===== src/rtl/alu_ctrl_seq.sv =====
// ALU control decode with MULT/DIV sequencing; result held in a register until consumed.
// Latency: single-cycle ops valid 1 cycle after accept, MULT/DIV valid MULDIV_CYCLES+1 cycles after accept.
// Backpressure: in_ready drops while a result waits on out_ready and for the whole BUSY window.
module alu_ctrl_seq #(
    parameter int CNT_W         = 4,
    parameter int FUNCT_W       = 6,
    parameter int MULDIV_CYCLES = 32
) (
    input  logic               clk,
    input  logic               rst_n,
    input  logic               in_valid,
    output logic               in_ready,
    input  logic [1:0]         alu_op,
    input  logic [FUNCT_W-1:0] funct,
    output logic               out_valid,
    input  logic               out_ready,
    output logic [CNT_W-1:0]   alu_cnt,
    output logic               is_muldiv,
    output logic               md_op,
    output logic               md_start,
    output logic               illegal,
    output logic               busy
);

    typedef enum logic [1:0] {IDLE, OUT, BUSY} state_t;

    typedef struct packed {
        logic [CNT_W-1:0] cnt;
        logic             is_md;
        logic             md_op;
        logic             ill;
    } res_t;

    localparam logic [CNT_W-1:0] CNT_ADD = CNT_W'(4'b0010);
    localparam logic [CNT_W-1:0] CNT_SUB = CNT_W'(4'b0110);
    localparam logic [CNT_W-1:0] CNT_AND = CNT_W'(4'b0000);
    localparam logic [CNT_W-1:0] CNT_OR  = CNT_W'(4'b0001);
    localparam logic [CNT_W-1:0] CNT_SLT = CNT_W'(4'b0111);
    localparam logic [CNT_W-1:0] CNT_NOR = CNT_W'(4'b1100);

    localparam logic [FUNCT_W-1:0] F_ADD  = FUNCT_W'(6'b100000);
    localparam logic [FUNCT_W-1:0] F_SUB  = FUNCT_W'(6'b100010);
    localparam logic [FUNCT_W-1:0] F_AND  = FUNCT_W'(6'b100100);
    localparam logic [FUNCT_W-1:0] F_OR   = FUNCT_W'(6'b100101);
    localparam logic [FUNCT_W-1:0] F_SLT  = FUNCT_W'(6'b101010);
    localparam logic [FUNCT_W-1:0] F_NOR  = FUNCT_W'(6'b100111);
    localparam logic [FUNCT_W-1:0] F_MULT = FUNCT_W'(6'b011000);
    localparam logic [FUNCT_W-1:0] F_DIV  = FUNCT_W'(6'b011010);

    localparam logic [7:0] MD_LOAD = 8'(MULDIV_CYCLES - 1);

    state_t     state, state_nxt;
    logic [7:0] md_cnt, md_cnt_nxt;
    res_t       res_q, dec;
    logic       accept;
    logic       md_start_q, md_start_nxt;

    always_comb begin
        dec = '{cnt: CNT_ADD, is_md: 1'b0, md_op: 1'b0, ill: 1'b0};
        if (alu_op == 2'b00) begin
            dec.cnt = CNT_ADD;
        end else if (alu_op[0]) begin
            dec.cnt = CNT_SUB;
        end else begin
            case (funct)
                F_ADD:   dec.cnt = CNT_ADD;
                F_SUB:   dec.cnt = CNT_SUB;
                F_AND:   dec.cnt = CNT_AND;
                F_OR:    dec.cnt = CNT_OR;
                F_SLT:   dec.cnt = CNT_SLT;
                F_NOR:   dec.cnt = CNT_NOR;
                F_MULT:  dec.is_md = 1'b1;
                F_DIV: begin
                    dec.is_md = 1'b1;
                    dec.md_op = 1'b1;
                end
                default: dec.ill = 1'b1;
            endcase
        end
    end

    always_ff @(posedge clk or negedge rst_n) begin
        if (!rst_n) begin
            state <= IDLE;
        end else begin
            state <= state_nxt;
        end
    end

    // A new accept in OUT overrides the return to IDLE, giving back-to-back throughput.
    always_comb begin
        state_nxt    = state;
        md_cnt_nxt   = md_cnt;
        in_ready     = 1'b0;
        md_start_nxt = 1'b0;
        case (state)
            IDLE: in_ready = 1'b1;
            OUT: begin
                in_ready = out_ready;
                if (out_ready) state_nxt = IDLE;
            end
            BUSY: begin
                if (md_cnt == 8'd0) state_nxt = OUT;
                else                md_cnt_nxt = md_cnt - 8'd1;
            end
            default: state_nxt = IDLE;
        endcase
        accept = in_valid & in_ready;
        if (accept) begin
            if (dec.is_md) begin
                state_nxt    = BUSY;
                md_cnt_nxt   = MD_LOAD;
                md_start_nxt = 1'b1;
            end else begin
                state_nxt = OUT;
            end
        end
    end

    always_ff @(posedge clk or negedge rst_n) begin
        if (!rst_n) begin
            md_cnt     <= 8'd0;
            md_start_q <= 1'b0;
            res_q      <= '{cnt: CNT_ADD, is_md: 1'b0, md_op: 1'b0, ill: 1'b0};
        end else begin
            md_cnt     <= md_cnt_nxt;
            md_start_q <= md_start_nxt;
            if (accept) res_q <= dec;
        end
    end

    assign out_valid = (state == OUT);
    assign busy      = (state == BUSY);
    assign md_start  = md_start_q;
    assign alu_cnt   = res_q.cnt;
    assign is_muldiv = res_q.is_md;
    assign md_op     = res_q.md_op;
    assign illegal   = res_q.ill;

endmodule

===== config.mk =====
export PLATFORM = sky130hd
export DESIGN_NAME = alu_ctrl_seq
export DESIGN_NICKNAME = d
export VERILOG_FILES = /design/src/rtl/alu_ctrl_seq.sv
export SDC_FILE = /design/constraint.sdc
export NUM_CORES = 1
export LEC_CHECK = 0
export ABC_AREA = 1
export BUFFER_PORTS_ARGS = -buffer_cell sky130_fd_sc_hd__buf_4
export CAP_MARGIN = 20
export CORE_AREA = 2 2 56 68
export DETAILED_ROUTE_END_ITERATION = 10
export DIE_AREA = 0 0 58 70
export PLACE_DENSITY = 0.59
export SYNTH_ARGS = -nofsm -noshare
export SYNTH_HDL_FRONTEND = slang
export SYNTH_SLANG_ARGS = --single-unit

===== constraint.sdc =====
create_clock -name clk -period 1.62 [get_ports clk]
set_clock_uncertainty 0.05 [all_clocks]
set_input_delay 0.081 -clock clk [delete_from_list [all_inputs] [get_ports clk]]
set_output_delay 0.081 -clock clk [all_outputs]
set_load 0.01 [all_outputs]

# After elaboration in Yosys (flattened, before gate mapping)
# Index checks and enable logic that the tools add are counted.
[word_totals]
out_inout_bits = 11
elab_cells = 48
reg_bits = 18
[classes]
reduce_logical = 6
add_sub_neg = 1
n_eq_ne = 13
muxes = 20
bitwise = 1
[op_table]
columns = ["op", "n"]
rows = [
  ["$eq 6x6->1 const B", 6],
  ["$mux 8", 4],
  ["$pmux 4 s5", 1],
  ["$eq 6x5->1 const B", 2],
  ["$logic_not 8->1", 1],
  ["$mux 2", 4],
  ["$mux 4", 2],
  ["$reduce_or 8->1", 1],
  ["$sub 8x1->8 const B", 1],
  ["$mux 3", 2],
  ["$ne 3x1->1 const B", 2],
  ["$pmux 2 s3", 1],
  ["$mux 1", 5],
  ["$logic_not 2->1", 2],
  ["$reduce_and 3->1", 1],
  ["$eq 2x1->1 const B", 1],
  ["$eq 2x2->1 const B", 1],
  ["$ne 2x2->1 const B", 1],
  ["$pmux 1 s2", 1],
  ["$reduce_or 2->1", 1],
  ["$and 1x1->1", 1],
]

# Depth between registers and ports, before layout
# Gate-level depths: netlist of the first run.
[depth]
depth_word = 7
ltp_mapped = 8
mapped_depth_nobuf = 8

# Worst setup path before layout of the first run
# No wires, ideal clock.
[synth_path]
path_kind = "reg2reg"
startpoint = "register md_cnt[0]"
endpoint = "register md_cnt[2]"
period_less_slack_ns = 1.204
setup_ns = 0.123
arrival_time_ns = 1.031
slack_ns = 0.416
stages_incl_launch_ff = 8
path_cell_list = "dfrtp_1 inv_1 ha_1 inv_1 o21ai_0 inv_1 o21ai_0 nand2_1"
[synth_via]
elab_chain_cells = 5
[synth_lines]
columns = ["element", "line", "rtl"]
rows = [
  ["start: declaration", "53", "logic [7:0] md_cnt, md_cnt_nxt;"],
  ["start signal: assignment", "126", "md_cnt <= md_cnt_nxt;"],
  ["$sub 8x1->8 or $logic_not 8->1 (tied branches)", "104, 103", ""],
  ["$mux 8 (*)", "103", "if (md_cnt == 8'd0) state_nxt = OUT;"],
  ["$mux 8 (*)", "96", "case (state)"],
  ["$mux 8", "110", "if (dec.is_md) begin"],
  ["$mux 8 (*)", "109", "if (accept) begin"],
  ["via md_cnt_nxt[2]", "53", ""],
]
# Mark *: on every way through the listed nets, which the timed path passes. The rest lies on a longest branch.
# A chain may end at the register's enable or synchronous reset.

# Worst setup path after layout of the first run
[layout_path]
startpoint = "register state[1]"
endpoint = "register md_cnt[5]"
[layout_via]
elab_chain_cells = 4
[layout_lines]
columns = ["element", "line", "rtl"]
rows = [
  ["start: declaration", "52", "state_t state, state_nxt;"],
  ["start signal: assignment", "86", "state <= state_nxt;"],
  ["$eq 2x1->1, or another cell as far along", "96", ""],
  ["$pmux 1 s2 or $mux 8 (tied branches)", "96", ""],
  ["$and 1x1->1 or $mux 8 (tied branches)", "108, 110", ""],
  ["$mux 8 (*)", "109", ""],
  ["via md_cnt_nxt[5]", "53", ""],
]
# Marks and branches as above.

==> results of run 1 <==
power groups by stage:
stage / combinational [W] / clock (W) / sequential (W)
2_1_floorplan: 0.0000990 / 0 / 0.000493
3_3_place_gp: 0.000172 / 0 / 0.000491
3_5_place_dp: 0.000176 / 0 / 0.000492
4_1_cts: 0.000178 / 0.000384 / 0.000484
5_1_grt: 0.000198 / 0.000395 / 0.000487
6_report: 0.000175 / 0.000371 / 0.000484
cells in the mapped netlist:
cell / n / area [um^2]
a21oi_1: 2 / 10.0
nand3_4: 1 / 17.5
xor2_1: 5 / 43.8
nor3_4: 1 / 16.3
nand3_1: 17 / 85.1
nand3b_1: 1 / 7.51
dfstp_2: 1 / 26.3
inv_2: 1 / 3.75
nand4_1: 3 / 18.8
nor2_2: 1 / 6.26
dfrtp_1: 17 / 425
o21ai_0: 3 / 15.0
or2_2: 1 / 6.26
inv_1: 25 / 93.8
buf_6: 1 / 11.3
nand2_1: 33 / 124
nor2_1: 17 / 63.8
o21ai_1: 1 / 5.00
nor3_1: 2 / 10.0
ha_1: 2 / 25.0
o21ai_2: 1 / 8.76
nand2_2: 4 / 25.0
area by class of cell:
class / instances / area, um^2
tap: 39 / 48.8
timing repair buffer: 23 / 175
inverter: 26 / 97.6
multi-input combinational: 95 / 488
sequential: 18 / 452
fill: 370 / 2170
clock buffer: 4 / 55.1
worst register-to-register path: stages (launching register included):
cell and delay [ns]:
dfrtp_1 0.42, inv_2 0.08, nand3_4 0.13, nor3_4 0.17, nand2_2 0.18, nand2_1 0.15, nor2_1 0.06
state kept, by name (all words and copies together), names as in the netlist:
signal and count:
illegal 1, md_start 1, is_muldiv 1, state 2
md_op 1, md_cnt 8, alu_cnt 4
metrics by stage:
stage	util [%]	instance area, um^2	setup WS [ns]
final	37.8	1320	0.274
after global routing	37.8	1320	0.132
after CTS	37.8	1320	0.254
after detailed placement	35.9	1250	0.271
after global placement	35.9	1250	0.292
after floorplan	-	1050	0.416
metal layers:
metal,share of wire [%],up-vias,global-route usage (%)
met5,0,-,0
met4,3.3,0,7.75
met3,3.3,8,2.22
met2,51,22,20.7
met1,42,426,13.3
li1,-,484,-
worst paths after layout:
check | endpoint | depth (start not counted) | slack, ns
max | md_cnt[5] | 6 | 0.27
min in group asynchronous | md_cnt[7] | 2 | 0.18
min | alu_cnt[2] | 3 | 0.03
max reg2reg | md_cnt[5] | 6 | 0.27
max in group asynchronous | alu_cnt[1] | 2 | 1.08
min reg2reg | is_muldiv | 2 | 0.45
logic make-up (layout without fill, tap and decap cells):
kind of cell / Yosys count / count (layout) / synth area share, %
simple gates: 81 / 81 / 36.3
buf+inv: 27 / 53 / 10.4
fa+ha+maj: 2 / 2 / 2.39
compound gates: 7 / 7 / 3.70
flops: 18 / 18 / 43.1
xor+xnor: 5 / 5 / 4.18
==> impl_metrics.env, run 1 <==
export IMPL_drive_above_1_share_pct=22.3
export IMPL_cts_setup_buffers=0
export IMPL_synth_nets=154
export IMPL_final_cell_mix="nand2_1 (33), inv_1 (25), buf_4 (22)"
export IMPL_portBuffers=22
export IMPL_cts_root_buf="clkbuf_8"
export IMPL_tns_ns=0
export IMPL_overflow=0
export IMPL_clock_fmax_ghz=0.743
export IMPL_power_density_nw_per_um2=782
export IMPL_num_nets_final=181
export IMPL_hold_path_class="in -> reg"
export IMPL_syn_to_final_growth_pct=25.5
export IMPL_clk_pin_slew_ns=0.07
export IMPL_start_kind="flop"
export IMPL_drt_iter0_markers=12
export IMPL_die_h_um=70
export IMPL_grt_total_usage_pct=12.1
export IMPL_instances_no_fill=205
export IMPL_hold_buffers=1
export IMPL_critPathKind="reg -> reg"
export IMPL_seqPwrFrac_pct=47.0
export IMPL_drc_errors=0
export IMPL_die_w_um=58
export IMPL_cp_slowest_cell="dfrtp_1"
export IMPL_r2r_start="state[1]"
export IMPL_ir_drop_mv=0.462
export IMPL_n_antenna_cell=0
export IMPL_hold_viol_final=0
export IMPL_placed_cells=200
export IMPL_wl_mm=2.19
export IMPL_cap_viol_max_count=0
export IMPL_drt_pass1_iter_count=4
export IMPL_ys_types=22
export IMPL_endpoint_kind="flop"
export IMPL_worstMarginPinSlew_ns=0.237
export IMPL_hpwl_mm=1.76
export IMPL_synthCells=140
export IMPL_ys_warn_count=0
export IMPL_cts_tree="done"
export IMPL_p_int_w=0.000761
export IMPL_htree_levels=1
export IMPL_synthesis_area_um2=1050
export IMPL_crit_path_max_fanout=11
export IMPL_crit_path_cell_trace="inv_2, nand3_4, nor3_4, nand2_2, nand2_1, nor2_1"
export IMPL_avgSynthCellArea_um2=7.49
export IMPL_clock_path_buffers=2
export IMPL_maxSlewHeadroom_pct=84.2
export IMPL_critPathBufInv=1
export IMPL_gp_congestion=0.825
export IMPL_p_sw_w=0.000269
export IMPL_status="finished clean"
export IMPL_slowest_delay_ns=0.42
export IMPL_mostFrequentLayoutCell="nand2_1"
export IMPL_clkPwrFrac_pct=36.0
export IMPL_worstSetupStartpoint="state[1]"
export IMPL_ant_nets=0
export IMPL_grt_first_pass_wirelength_mm=3.80
export IMPL_cp_required_ns=1.72
export IMPL_rows=24
export IMPL_arrival_ns=1.44
export IMPL_synth_seq_area_share_pct=43.1
export IMPL_core_area_um2=3480
export IMPL_p_sw_share_pct=26.1
export IMPL_total_power_w=0.00103
export IMPL_finalMaxSlewViolations=0
export IMPL_synth_ff_latch_count=18
export IMPL_leakage_nw=0.802
export IMPL_cts_resized=0
export IMPL_grt_pass1_vias=945
export IMPL_vias_per_cell=4.59
export IMPL_setup_viol=0
export IMPL_die_area_um2=4060
export IMPL_rsz0062_at_grt="no"
export IMPL_fin_hold_ws_ns=0.0339
export IMPL_insertion_delay_ns=0.25
export IMPL_clock_sink_count=18
export IMPL_min_period_ns=1.35
export IMPL_routedWlPerCell_um=10.7
export IMPL_start_util_pct=30.1
export IMPL_vias=940
export IMPL_pin_count=23
export IMPL_cts_buffers=3
export IMPL_finalCritPeriodShare_pct=83.1
export IMPL_worstHoldStart="alu_op[1]"
export IMPL_grt_max_degree=19
export IMPL_pwr_share_comb_pct=17.0
export IMPL_grt_antenna_before_repair=0
export IMPL_crit_family="simple AND/OR/NAND/NOR gates"
No activity file was read; power rests on OpenSTA's default activity.
==> run 2: changes to the inputs <==
==> constraint.sdc (replaced) <==
create_clock -name clk -period 1.25 [get_ports clk]
set_clock_uncertainty 0.05 [all_clocks]
set_input_delay 0.0625 -clock clk [delete_from_list [all_inputs] [get_ports clk]]
set_output_delay 0.0625 -clock clk [all_outputs]
set_load 0.01 [all_outputs]
==> impl_metrics.env, run 2 (synthesis gave the netlist of run 1 again) <==
export IMPL_ir_drop_mv=0.430
export IMPL_pwr_share_comb_pct=21.4
export IMPL_cts_buffers=3
export IMPL_clock_fmax_ghz=0.792
export IMPL_syn_to_final_growth_pct=42.4
export IMPL_endpoint_kind="flop"
export IMPL_drive_above_1_share_pct=38.9
export IMPL_nFillCells=368
export IMPL_whs_path_depth=3
export IMPL_final_cell_mix="buf_4 (34), nand2_1 (28), inv_1 (18)"
export IMPL_pin_count=23
export IMPL_overflow=0
export IMPL_finalMaxSlewViolations=0
export IMPL_crit_path_max_fanout=6
export IMPL_clock_path_buffers=2
export IMPL_ff_latch_area_um2=452
export IMPL_multi_input_area_um2=549
export IMPL_wl_mm=2.51
export IMPL_maxSlewHeadroom_pct=83.5
export IMPL_drc_errors=0
export IMPL_insertion_delay_ns=0.26
export IMPL_largest_reg_flops=8
export IMPL_rsz0062_at_grt="yes"
export IMPL_hold_viol_final=0
export IMPL_finalCritPeriodShare_pct=101
export IMPL_vias_per_cell=4.61
export IMPL_start_util_pct=30.1
export IMPL_p_int_w=0.00103
export IMPL_vias=1009
export IMPL_leakage_nw=0.901
export IMPL_ant_nets=0
export IMPL_p_sw_w=0.000401
export IMPL_grt_pass1_vias=1092
export IMPL_fin_hold_ws_ns=0.0200
export IMPL_p_sw_share_pct=28.1
export IMPL_cts_tree="done"
export IMPL_gp_congestion=0.719
export IMPL_cp_required_ns=1.35
export IMPL_worstMarginPinSlew_ns=0.247
export IMPL_mostFrequentLayoutCell="buf_4"
export IMPL_cts_root_buf="clkbuf_8"
export IMPL_clkPwrFrac_pct=34.7
export IMPL_die_w_um=58
export IMPL_n_antenna_cell=0
export IMPL_clk_pin_slew_ns=0.07
export IMPL_hold_path_class="in -> reg"
export IMPL_die_h_um=70
export IMPL_start_kind="flop"
export IMPL_htree_levels=1
export IMPL_critPathKind="reg -> reg"
export IMPL_place_area_um2=1350
export IMPL_drt_pass1_iter_count=4
export IMPL_grt_antenna_before_repair=0
export IMPL_seqPwrFrac_pct=43.9
export IMPL_grt_first_pass_wirelength_mm=4.42
export IMPL_worst_slack_ns=-0.0123
export IMPL_routedWlPerCell_um=11.5
export IMPL_arrival_ns=1.36
export IMPL_min_period_ns=1.26
export IMPL_grt_max_degree=19
export IMPL_ff2ff_setup_slack_ns=-0.01
export IMPL_setup_viol=6
export IMPL_finalInstanceArea_um2=1490
export IMPL_clock_sink_count=18
export IMPL_grt_total_usage_pct=13.8
export IMPL_status="complete, but fails checks"
export IMPL_r2r_cells=5
export IMPL_failed_checks="negative setup slack"
export IMPL_cap_viol_max_count=0
export IMPL_die_area_um2=4060
export IMPL_power_density_nw_per_um2=956
export IMPL_drt_iter0_markers=20
export IMPL_hpwl_mm=1.86
export IMPL_regMostFlops="md_cnt"
export IMPL_rows=24
export IMPL_num_nets_final=195
export IMPL_core_area_um2=3480
export IMPL_portBuffers=22
==> run 2: cell count changes in the layout (fill, tap and decap cells not counted), moves of 3 or more <==
cell,change
buf_4,+12
inv_1,-7
inv_2,+6
nand2_1,-5
nand2_4,+3
nor2_1,-3
o21ai_0,-3
o21ai_1,+3
==> run 2: final timing paths <==
kind	end	startpoint
setup / recovery	md_cnt[5]	state[0]
max in group asynchronous	alu_cnt[1]	rst_n
hold reg to reg	illegal	illegal
setup reg to reg	md_cnt[5]	state[0]
min in group asynchronous	md_cnt[6]	rst_n
hold / removal	alu_cnt[2]	alu_op[0]
==> run 2: worst max-delay path, cell delays in order (launching register included) <==
cell and delay [ns]:
dfrtp_1 0.43, inv_1 0.13, nand2_4 0.10, nor3_2 0.23, xor2_1 0.17, nor2_1 0.06
==> run 2: metal layers <==
metal	up-vias	GRT usage (%)	share of wire [%]
li1	515	-	-
met1	471	14.7	41
met4	0	7.24	1.5
met3	5	2.78	2.6
met2	18	24.9	55
met5	-	0	0
==> run 2: power groups by stage <==
stage                     sequential (W)  clock, W  combinational, W
after CTS                       0.000626  0.000513          0.000291
after detailed placement        0.000636         0          0.000265
after global routing            0.000630  0.000535          0.000336
after floorplan                 0.000639         0          0.000128
after global placement          0.000635         0          0.000257
final                           0.000627  0.000495          0.000306
==> run 2: repair_timing <==
item,CTS,global route
setup endpoints to repair,15,18
hold buffers,1,0
pin swaps,4,4
hold endpoints to repair,18,0
gates resized for setup,16,14
setup buffers,1,0
==> run 2: cell type report <==
class / instances / share of cell area, %
inverters: 26 / 6.71
well taps: 39 / 3.27
clock buffers: 4 / 3.69
flip-flops and latches: 18 / 30.3
repair buffers: 37 / 19.3
multi-input cells: 95 / 36.8
==> run 2: stage by stage <==
step | setup TNS [ns] | total power (W) | util [%] | setup slack [ns] | cells
floorplan | 0 | 0.000767 | - | 0.0464 | 140
global placement | -0.00367 | 0.000891 | 38.7 | -0.00223 | 213
detailed placement | -0.295 | 0.000900 | 38.7 | -0.0571 | 213
CTS | -0.0171 | 0.00143 | 41.8 | -0.00704 | 219
global route | -1.22 | 0.00150 | 42.9 | -0.117 | 219
finish | -0.0429 | 0.00143 | 42.9 | -0.0123 | 219
==> run 3: changes to the inputs <==
--- a/config.mk
+++ b/config.mk
@@ -7,11 +7,11 @@
 export LEC_CHECK = 0
 export ABC_AREA = 1
 export BUFFER_PORTS_ARGS = -buffer_cell sky130_fd_sc_hd__buf_4
-export CAP_MARGIN = 20
+export CAP_MARGIN = 25
 export CORE_AREA = 2 2 56 68
 export DETAILED_ROUTE_END_ITERATION = 10
 export DIE_AREA = 0 0 58 70
-export PLACE_DENSITY = 0.59
+export PLACE_DENSITY_LB_ADDON = 0.2
 export SYNTH_ARGS = -nofsm -noshare
 export SYNTH_HDL_FRONTEND = slang
 export SYNTH_SLANG_ARGS = --single-unit
==> impl_metrics.env, run 3 (synthesis gave the netlist of run 1 again) <==
export IMPL_status="finished clean"
export IMPL_drt_iter0_markers=18
export IMPL_slowest_delay_ns=0.39
export IMPL_r2r_end="md_cnt[6]"
export IMPL_hold_viol_final=0
export IMPL_clk_pin_slew_ns=0.07
export IMPL_critPathKind="reg -> reg"
export IMPL_portBuffers=22
export IMPL_worstHoldStart="alu_op[1]"
export IMPL_grt_total_usage_pct=12.8
export IMPL_grt_pass1_vias=981
export IMPL_clkPwrFrac_pct=33.3
export IMPL_drt_pass1_iter_count=4
export IMPL_vias_per_cell=4.46
export IMPL_pin_count=23
export IMPL_final_cell_mix="buf_4 (38), nand2_1 (28), dfrtp_1 (17)"
export IMPL_r2r_start="md_cnt[3]"
export IMPL_endpoint_kind="flop"
export IMPL_overflow=0
export IMPL_wl_mm=2.47
export IMPL_tns_ns=0
export IMPL_drc_errors=0
export IMPL_start_kind="flop"
export IMPL_die_w_um=58
export IMPL_cp_slowest_cell="dfrtp_1"
export IMPL_arrival_ns=1.38
export IMPL_min_period_ns=1.25
export IMPL_insertion_delay_ns=0.25
export IMPL_seqPwrFrac_pct=43.8
export IMPL_met3WireLength_um=60
export IMPL_worstSetupStartpoint="md_cnt[3]"
export IMPL_gp_congestion=0.836
export IMPL_power_density_nw_per_um2=903
export IMPL_core_area_um2=3480
export IMPL_placed_cells=214
export IMPL_cts_buffers=3
export IMPL_clock_path_buffers=2
export IMPL_r2r_cells=7
export IMPL_drive_above_1_share_pct=43.3
export IMPL_hold_path_class="in -> reg"
export IMPL_instances_no_fill=226
export IMPL_leakage_nw=0.936
export IMPL_largest_reg_flops=8
export IMPL_regMostFlops="md_cnt"
export IMPL_cp_required_ns=1.38
export IMPL_die_h_um=70
export IMPL_p_sw_share_pct=27.2
export IMPL_start_util_pct=30.1
export IMPL_crit_path_cell_trace="inv_2, nand2_2, nor2_4, buf_4, nand3_1, xor2_1, nor2_1"
export IMPL_grt_max_degree=19
export IMPL_top_layer_used="met4"
export IMPL_fin_hold_ws_ns=0.0147
export IMPL_dp_slack_ns=-0.0462
export IMPL_wl_met2_mm=1.30
export IMPL_grt_antenna_before_repair=0
export IMPL_rows=24
export IMPL_setup_viol=0
export IMPL_clock_fmax_ghz=0.803
export IMPL_vias=1008
export IMPL_pwr_share_comb_pct=22.9
export IMPL_wl_met1_mm=1.07
export IMPL_n_antenna_cell=0
export IMPL_whs_path_depth=3
export IMPL_ff2ff_setup_slack_ns=0.004
export IMPL_clock_sink_count=18
export IMPL_p_int_w=0.00104
export IMPL_ir_drop_mv=0.489
export IMPL_hpwl_mm=1.81
export IMPL_finalCritPeriodShare_pct=99.7
export IMPL_finalMaxSlewViolations=0
export IMPL_min_to="alu_cnt[2]"
export IMPL_maxSlewHeadroom_pct=83.5
export IMPL_mostFrequentLayoutCell="buf_4"
export IMPL_num_nets_final=202
export IMPL_crit_family="flip-flops"
export IMPL_routedWlPerCell_um=10.9
export IMPL_final_core_util_pct=45.4
export IMPL_grt_first_pass_wirelength_mm=4.06
export IMPL_critPathBufInv=2
export IMPL_htree_levels=1
export IMPL_crit_path_max_fanout=2
export IMPL_worst_slack_ns=0.00411
export IMPL_rsz0062_at_grt="yes"
export IMPL_die_area_um2=4060
export IMPL_cts_root_buf="clkbuf_8"
export IMPL_cap_viol_max_count=0
export IMPL_p_sw_w=0.000389
export IMPL_worstMarginPinSlew_ns=0.245
export IMPL_ant_nets=0
export IMPL_cts_tree="done"
export IMPL_syn_to_final_growth_pct=50.8
## run 3: worst reg2reg max path: stages (launching register included)
cell and delay (ns):
dfrtp_1 0.39, inv_2 0.07, nand2_2 0.08, nor2_4 0.12
buf_4 0.12, nand3_1 0.09, xor2_1 0.16, nor2_1 0.10
## run 3: worst max path at each step
stage          slack [ns]  cells past startpoint   endpoint
6_report            0.004                      7  md_cnt[6]
3_3_place_gp        -0.04                      7  md_cnt[4]
5_1_grt             -0.10                      7  md_cnt[2]
2_1_floorplan        0.05                      7  md_cnt[2]
3_5_place_dp        -0.05                      8  md_cnt[6]
4_1_cts             -0.01                      5       busy
## run 3: cell type report
cell class / instances / area [um^2]
Inverter: 26 / 105
Timing Repair Buffer: 44 / 352
Fill cell: 358 / 1900
Sequential cell: 18 / 452
Clock buffer: 4 / 55.1
Tap cell: 39 / 48.8
Multi-Input combinational cell: 95 / 569
## run 3: metal layers
layer	GRT usage (%)	up-vias
met5	0	-
met1	15.5	456
met2	21.0	15
met4	6.98	0
met3	2.59	4
li1	-	533
## run 3: what timing repair did
| action | CTS | global route |
|---|---|---|
| cloned | 0 | 0 |
| hold buffers | 1 | 0 |
| gates resized for setup | 18 | 23 |
| endpoints found under the setup margin | 10 | 16 |
| setup buffers | 5 | 2 |
| pin swaps | 4 | 6 |
| hold endpoints to repair | 18 | 0 |
## run 3: through the flow
| step | area, um^2 | total power (W) |
|---|---|---|
| floorplan | 1050 | 0.000767 |
| global placement | 1360 | 0.000886 |
| detailed placement | 1360 | 0.000890 |
| CTS | 1510 | 0.00140 |
| global route | 1580 | 0.00152 |
| finish | 1580 | 0.00143 |
## run 3: power by group through the flow
stage / clock network, W / logic, W / registers (W)
final: 0.000476 / 0.000327 / 0.000626
after global routing: 0.000523 / 0.000366 / 0.000629
after CTS: 0.000498 / 0.000280 / 0.000625
after detailed placement: 0 / 0.000255 / 0.000635
after global placement: 0 / 0.000252 / 0.000634
after floorplan: 0 / 0.000128 / 0.000639
